File: src/rtl/key_conditioner.sv
// Debounces four active-low board buttons into registered held levels and one-cycle press pulses.
// Define KEY_AUTOREPEAT_EN to add auto-repeat pulses while a key stays pressed.
module key_conditioner #(
   parameter int DEBOUNCE_CYCLES = 1000000,
   parameter int REPEAT_DELAY    = 25000000,
   parameter int REPEAT_PERIOD   = 7500000
) (
   input  logic       clock,
   input  logic       resetn,
   input  logic [3:0] KEY,
   output logic [3:0] press_pulse,
   output logic [3:0] held
);

   localparam int CNT_MAX_AB = (DEBOUNCE_CYCLES > REPEAT_DELAY) ? DEBOUNCE_CYCLES : REPEAT_DELAY;
   localparam int CNT_MAX    = (CNT_MAX_AB > REPEAT_PERIOD) ? CNT_MAX_AB : REPEAT_PERIOD;
   localparam int CW         = $clog2(CNT_MAX + 1);

   localparam logic [CW-1:0] CNT_SAT = CW'(CNT_MAX);
   localparam logic [CW-1:0] DB_LAST = CW'(DEBOUNCE_CYCLES - 1);
   localparam logic [CW-1:0] CNT_ONE = CW'(1);
`ifdef KEY_AUTOREPEAT_EN
   localparam logic [CW-1:0] RD_LAST = CW'(REPEAT_DELAY - 1);
   localparam logic [CW-1:0] RP_LAST = CW'(REPEAT_PERIOD - 1);
`endif

   typedef enum logic [1:0] {
      RELEASED,
      PRESS_WAIT,
      PRESSED,
      RELEASE_WAIT
   } key_state_t;

   function automatic logic [CW-1:0] sat_inc(input logic [CW-1:0] x);
      return (x == CNT_SAT) ? x : x + CNT_ONE;
   endfunction

   // Observable per-key FSM state for checkers.
   key_state_t key_state [4];

   for (genvar k = 0; k < 4; k++) begin : g_key
      logic          sync1, sync2;
      key_state_t    state, state_nx;
      logic [CW-1:0] cnt, cnt_nx;
      logic          fire, fire_q;
      logic          held_q, pulse_q;
`ifdef KEY_AUTOREPEAT_EN
      logic [CW-1:0] rcnt, rcnt_nx;
      logic          rfirst, rfirst_nx;
`endif

      // The fire flag is staged once more so outputs come from settled FSM state.
      always_ff @(posedge clock or negedge resetn) begin
         if (!resetn) begin
            sync1   <= 1'b0;
            sync2   <= 1'b0;
            state   <= RELEASED;
            cnt     <= '0;
            fire_q  <= 1'b0;
            pulse_q <= 1'b0;
            held_q  <= 1'b0;
         end else begin
            sync1   <= ~KEY[k];
            sync2   <= sync1;
            state   <= state_nx;
            cnt     <= cnt_nx;
            fire_q  <= fire;
            pulse_q <= fire_q;
            held_q  <= (state == PRESSED) || (state == RELEASE_WAIT);
         end
      end

`ifdef KEY_AUTOREPEAT_EN
      always_ff @(posedge clock or negedge resetn) begin
         if (!resetn) begin
            rcnt   <= '0;
            rfirst <= 1'b1;
         end else begin
            rcnt   <= rcnt_nx;
            rfirst <= rfirst_nx;
         end
      end
`endif

      always_comb begin
         state_nx = state;
         cnt_nx   = cnt;
         fire     = 1'b0;
`ifdef KEY_AUTOREPEAT_EN
         rcnt_nx   = rcnt;
         rfirst_nx = rfirst;
`endif
         case (state)
            RELEASED: begin
               if (sync2) begin
                  state_nx = PRESS_WAIT;
                  cnt_nx   = '0;
               end
            end
            PRESS_WAIT: begin
               if (!sync2) begin
                  state_nx = RELEASED;
                  cnt_nx   = '0;
               end else if (cnt == DB_LAST) begin
                  state_nx = PRESSED;
                  cnt_nx   = '0;
                  fire     = 1'b1;
`ifdef KEY_AUTOREPEAT_EN
                  rcnt_nx   = '0;
                  rfirst_nx = 1'b1;
`endif
               end else begin
                  cnt_nx = sat_inc(cnt);
               end
            end
            PRESSED: begin
               if (!sync2) begin
                  state_nx = RELEASE_WAIT;
                  cnt_nx   = '0;
`ifdef KEY_AUTOREPEAT_EN
                  rcnt_nx   = '0;
                  rfirst_nx = 1'b1;
               end else if (rcnt == (rfirst ? RD_LAST : RP_LAST)) begin
                  // First repeat waits the long delay, later ones the period.
                  fire      = 1'b1;
                  rcnt_nx   = '0;
                  rfirst_nx = 1'b0;
               end else begin
                  rcnt_nx = sat_inc(rcnt);
`endif
               end
            end
            RELEASE_WAIT: begin
               if (sync2) begin
                  state_nx = PRESSED;
                  cnt_nx   = '0;
`ifdef KEY_AUTOREPEAT_EN
                  rcnt_nx   = '0;
                  rfirst_nx = 1'b1;
`endif
               end else if (cnt == DB_LAST) begin
                  state_nx = RELEASED;
                  cnt_nx   = '0;
               end else begin
                  cnt_nx = sat_inc(cnt);
               end
            end
            default: begin
               state_nx = RELEASED;
               cnt_nx   = '0;
            end
         endcase
      end

      assign press_pulse[k] = pulse_q;
      assign held[k]        = held_q;
      assign key_state[k]   = state;
   end

endmodule

File: config.mk
export PLATFORM = sky130hd
export DESIGN_NAME = key_conditioner
export DESIGN_NICKNAME = d
export VERILOG_FILES = /design/src/rtl/key_conditioner.sv
export SDC_FILE = /design/constraint.sdc
export NUM_CORES = 1
export LEC_CHECK = 0
export CAP_MARGIN = 20
export CORE_MARGIN = 5
export CORE_UTILIZATION = 45
export DETAILED_ROUTE_END_ITERATION = 10
export HOLD_SLACK_MARGIN = 0.15
export PLACE_DENSITY_LB_ADDON = 0.12
export SLEW_MARGIN = 30
export SYNTH_ARGS = -nofsm -noshare
export SYNTH_HDL_FRONTEND = slang
export SYNTH_SLANG_ARGS = --single-unit
File: constraint.sdc
create_clock -name clock -period 3.4 [get_ports clock]
set_input_delay 0.51 -clock clock [delete_from_list [all_inputs] [get_ports clock]]
set_output_delay 0.51 -clock clock [all_outputs]
set_load 0.05 [all_outputs]
# --- After elaboration in Yosys (flattened, before gate mapping) ---
# Cells that the tools add are included.
totals:
  ff_bits: 128
  input_bits: 6
  out_inout_bits: 8
  wordCells: 156
classes:
  n_addsub: 4
  n_eq_ne: 36
  muxes: 68
  n_bitwise: 4
  reduce_logical: 16
ops:
  columns: ["operator", "n"]
  rows:
  - ["two-way mux 25 bit", 24]
  - ["case mux 25 bit (4 select lines)", 4]
  - ["adder 25 x 1 -> 25 bit (second input constant)", 4]
  - ["equality test 25 x 20 -> 1 bit (second input constant)", 4]
  - ["equality test 25 bit (second input constant)", 4]
  - ["two-way mux 2 bit", 24]
  - ["case mux 2 bit (4 select lines)", 4]
  - ["equality test 2 bit (second input constant)", 8]
  - ["!= test 2 bit (second input constant)", 8]
  - ["AND reduction 4 bit", 4]
  - ["two-way mux 1 bit", 12]
  - ["!= test 3 x 2 -> 1 bit (second input constant)", 4]
  - ["!= test 3 bit (second input constant)", 4]
  - ["equality test 2 x 1 -> 1 bit (second input constant)", 4]
  - ["zero test 2 bit", 4]
  - ["AND reduction 2 bit", 4]
  - ["logical OR 1 bit", 4]
  - ["NOT 1 bit", 4]

# --- Logic depth before layout (Yosys ltp) ---
depth:
  ltp_word: 5
  ltp_mapped: 8
  mapped_depth_nobuf: 7

# --- Worst setup path after synthesis ---
# Ideal clock, no wire load.
synth_path:
  path_type: "register to register"
  from: "reg g_key[2].cnt[11]"
  to: "reg g_key[2].cnt[4]"
  setup_ns: 0.121
  arrival_time_ns: 2.338
  required_ns: 3.279
  slack_ns: 0.941
  stages_incl_launch_ff: 7
  n_path_buf: 2
  period_less_slack_ns: 2.459
  path_cell_list: "dfrtp_1 or4_1 or4_4 o311a_1 buf_6 buf_6 a22o_1"
synth_between:
  elab_chain_cells: 5
  word_cells_on_any_way: 7
  cone_classes: "eq/ne (2); mux (5)"
synth_rtl:
  columns: ["element", "line", "text"]
  rows:
  - ["start, declared", "44", "logic [CW-1:0] cnt, cnt_nx;"]
  - ["start signal, assigned", "66", "cnt <= cnt_nx;"]
  - ["equality test 25 bit", "35", "return (x == CNT_SAT) ? x : x + CNT_ONE;"]
  - ["two-way mux 25 bit", null, null]
  - ["two-way mux 25 bit (*)", "104, 141", null]
  - ["two-way mux 25 bit, on equally long branches", "134, 101", null]
  - ["case mux 25 bit (4 select lines) (*)", "93", "case (state)"]
# Every way passes the cells marked *; elsewhere a longest branch is shown, timed or not.
# A chain may end at the register's enable or synchronous reset.

# --- Worst setup path in the final report ---
layout_path:
  from: "reg g_key[2].cnt[11]"
  to: "reg g_key[2].cnt[0]"
# The elaborated chain is that of the path after synthesis.

==> metrics <==
I/O Buffers=13; postcts setup bufs=0; Routed Antenna Nets=0; Remaining Overflow, GRT=0; CTS sink count=128; sw frac=31.86%; status=finished, final reports clean; critical path fanouts, max=14; cell type with the largest total area after synthesis=dfrtp_1; dpl cell area=7261 um2; Initial Util=46.00%; Clk pin slew, worst setup/hold paths=0.05 ns; Final min period=2.799 ns; #FFs+latches synth=128; I/O Pins=14; Synth warnings=0; final core utilization=51.14%; Die Area=18,200 um2; Netlist cell types=62; CTS buffer count=17; CTS root buffer=clkbuf_16; reg2reg end=g_key[2].cnt[0]; cell row count=45; wire length of the first global-routing pass=28,220 um; Int Power=2.939 mW; hold_ws=0.1502 ns; Peak Freq=0.3573 GHz; combinational share of power=21.4%; leak pwr=3.165 nW; largest net degree at the start of global routing=100; Critical Path AT=3.10 ns; Setup Skew=0.01151 ns; Final HPWL DP=10,770 um; routed vias/inst=5.991; relative slew slack=40.25%; Hold Fails Final Rpt=0; crit path kind=flip-flop to flip-flop; cells resized by post-CTS repair=0; setup TNS=0 ns; Max Cap Viol=0; Total Nets Final=779; critical path required time=3.70 ns; Mapped Cells=768; most common cell in the netlist=dfrtp_1; Antenna diodes=0; WL final=16,110 um; core area=15,260 um2; Clock Power Share=38.4%; sequential share of power=40.2%; fin area=7804 um2; Commonest cells post-synth=128 x dfrtp_1, 82 x nand2_1, 57 x a31oi_1, 43 x o21ai_0, 42 x a21oi_1; layout cells sized above 1=8.098%; Final Max Slew Viols=0; Switching Power=1.375 mW; unrepaired setup endpoints after global routing=no; RR Startpoint=g_key[2].cnt[11]; Crit. End Element=flip-flop; synth top area cells=dfrtp_1 46%, a31oi_1 5.1%, nand2_1 4.4%; die width=134.9 um; top-area cell type share of the netlist area=45.63%; initial drt markers=590; flop2flop setup slack=0.60 ns; DRT Pass-1 Iters=5; period utilisation layout=82.32%; CTS Buffer Depth=2; initial antenna violation count=0; Area Growth Syn to Fin=11.18%; drc violations=0; Main synth FF type=dfrtp_1; CTS tree=done; Place WS=0.6275 ns; Slew @ Worst Pin=0.8881 ns; endpoints failing setup=0; P per Cell Area=552.8 nW/um2; Total Power=4.314 mW; hold buffer count at CTS=0; worst setup margin=0.6012 ns; RD Place Congestion=0.8984; Die Y=134.9 um; H-tree Lvls=4; via count=5,925; Hold Path Class=input port to async pin; Synth Cell Area=7019 um2; Avg Inst Size Synth=9.140 um2; vias in the first global route=5,830; syn nets=782; VDD IR max=0.4175 mV; asr flop ratio synth=100.0%; post-placement cell count=957; # fillers=1,407; per-cell routed wire length=16.29 um; register area share after synthesis=45.63%; type of origin of the critical path=flip-flop; depth of the worst register-to-register path=5; Clock Latency Late Sink=0.42 ns; Layout Cells excl Fill=989; EDFF count, synth=0; Total GRT Usage=18.74%
[critical path: stages, from the launching register on]
cell and delay (ns):
dfrtp_1 0.44, or4_1 0.55, or4_4 0.56, o311ai_4 0.62
o21ai_0 0.22, mux2_2 0.29
[cell type report]
cell class | count | area, um2 | share of cell area (%)
Clock buffer | 27 | 513.0 | 6.574
Inverter | 36 | 135.1 | 1.732
Tap cell | 211 | 264.0 | 3.383
Sequential cell | 128 | 3203 | 41.05
Clock inverter | 5 | 27.53 | 0.3527
Timing Repair Buffer | 25 | 224.0 | 2.870
Multi-Input combinational cell | 557 | 3437 | 44.04
[cell usage in the layout (no fill, tap or decap), types with 4 or more instances in the layout]
cell type	synthesis	layout
a31oi_1	57	57
nor2_1	35	34
or3_1	9	9
nand3_1	36	36
o21ai_0	43	43
o21bai_1	4	4
dfrtp_1	128	128
a21o_1	9	9
a41oi_1	6	6
inv_1	36	36
clkbuf_1	27	5
ha_1	8	8
o22ai_1	4	4
or4_1	12	12
o21a_1	4	4
nor2b_1	7	7
clkdlybuf4s50_1	0	12
and3_1	12	12
and4_1	4	4
nor3b_1	5	5
nand2b_1	11	11
xor2_1	15	15
nor4_1	19	19
clkbuf_16	0	17
a22o_1	10	10
or2_2	5	5
xnor2_1	6	6
nand2_1	82	82
and2_1	7	7
mux2_2	5	5
nor3_1	16	16
nand4_1	38	38
buf_4	9	12
clkbuf_8	0	6
clkinv_2	0	4
a21oi_1	42	42
[worst max-delay path by stage]
| stage | from | to | cells after the start |
|---|---|---|---|
| after floorplan | g_key[2].cnt[11] | g_key[2].cnt[4] | 6 |
| after global placement | g_key[2].cnt[11] | g_key[2].cnt[0] | 5 |
| after detailed placement | g_key[2].cnt[11] | g_key[2].cnt[0] | 5 |
| after CTS | g_key[2].cnt[11] | g_key[2].cnt[0] | 5 |
| after global routing | g_key[2].cnt[11] | g_key[2].cnt[0] | 5 |
| final | g_key[2].cnt[11] | g_key[2].cnt[0] | 5 |
[power groups by stage]
stage	combinational [mW]	sequential, mW	clock, mW
after detailed placement	0.921	1.76	0
after global routing	1.03	1.75	1.77
final	0.921	1.73	1.66
after global placement	0.896	1.75	0
after CTS	0.925	1.73	1.69
after floorplan	0.730	1.73	0
[sequential cells by signal, summed over array words and instances, names as in the netlist, named ones only]
name / flops
g_key.cnt: 100
g_key.fire_q: 4
g_key.held_q: 4
g_key.pulse_q: 4
g_key.state: 4
g_key.sync1: 4
g_key.sync2: 4
[logic make-up after synthesis]
group | synth area share (%)
buffers and inverters | 5.437
AO/OA/AOI/OAI | 19.50
AND/OR/NAND/NOR | 24.22
adder cells (fa/ha/maj) | 1.426
multiplexers | 1.159
XOR/XNOR | 2.620
flip-flops | 45.63
[per-layer routing]
metal | GRT usage, % | wire [um]
met5 | 0 | 0
met1 | 25.82 | 7584
met4 | 6.448 | 242
met3 | 3.838 | 824
met2 | 29.54 | 7460
(Power assumes the default switching activity.)
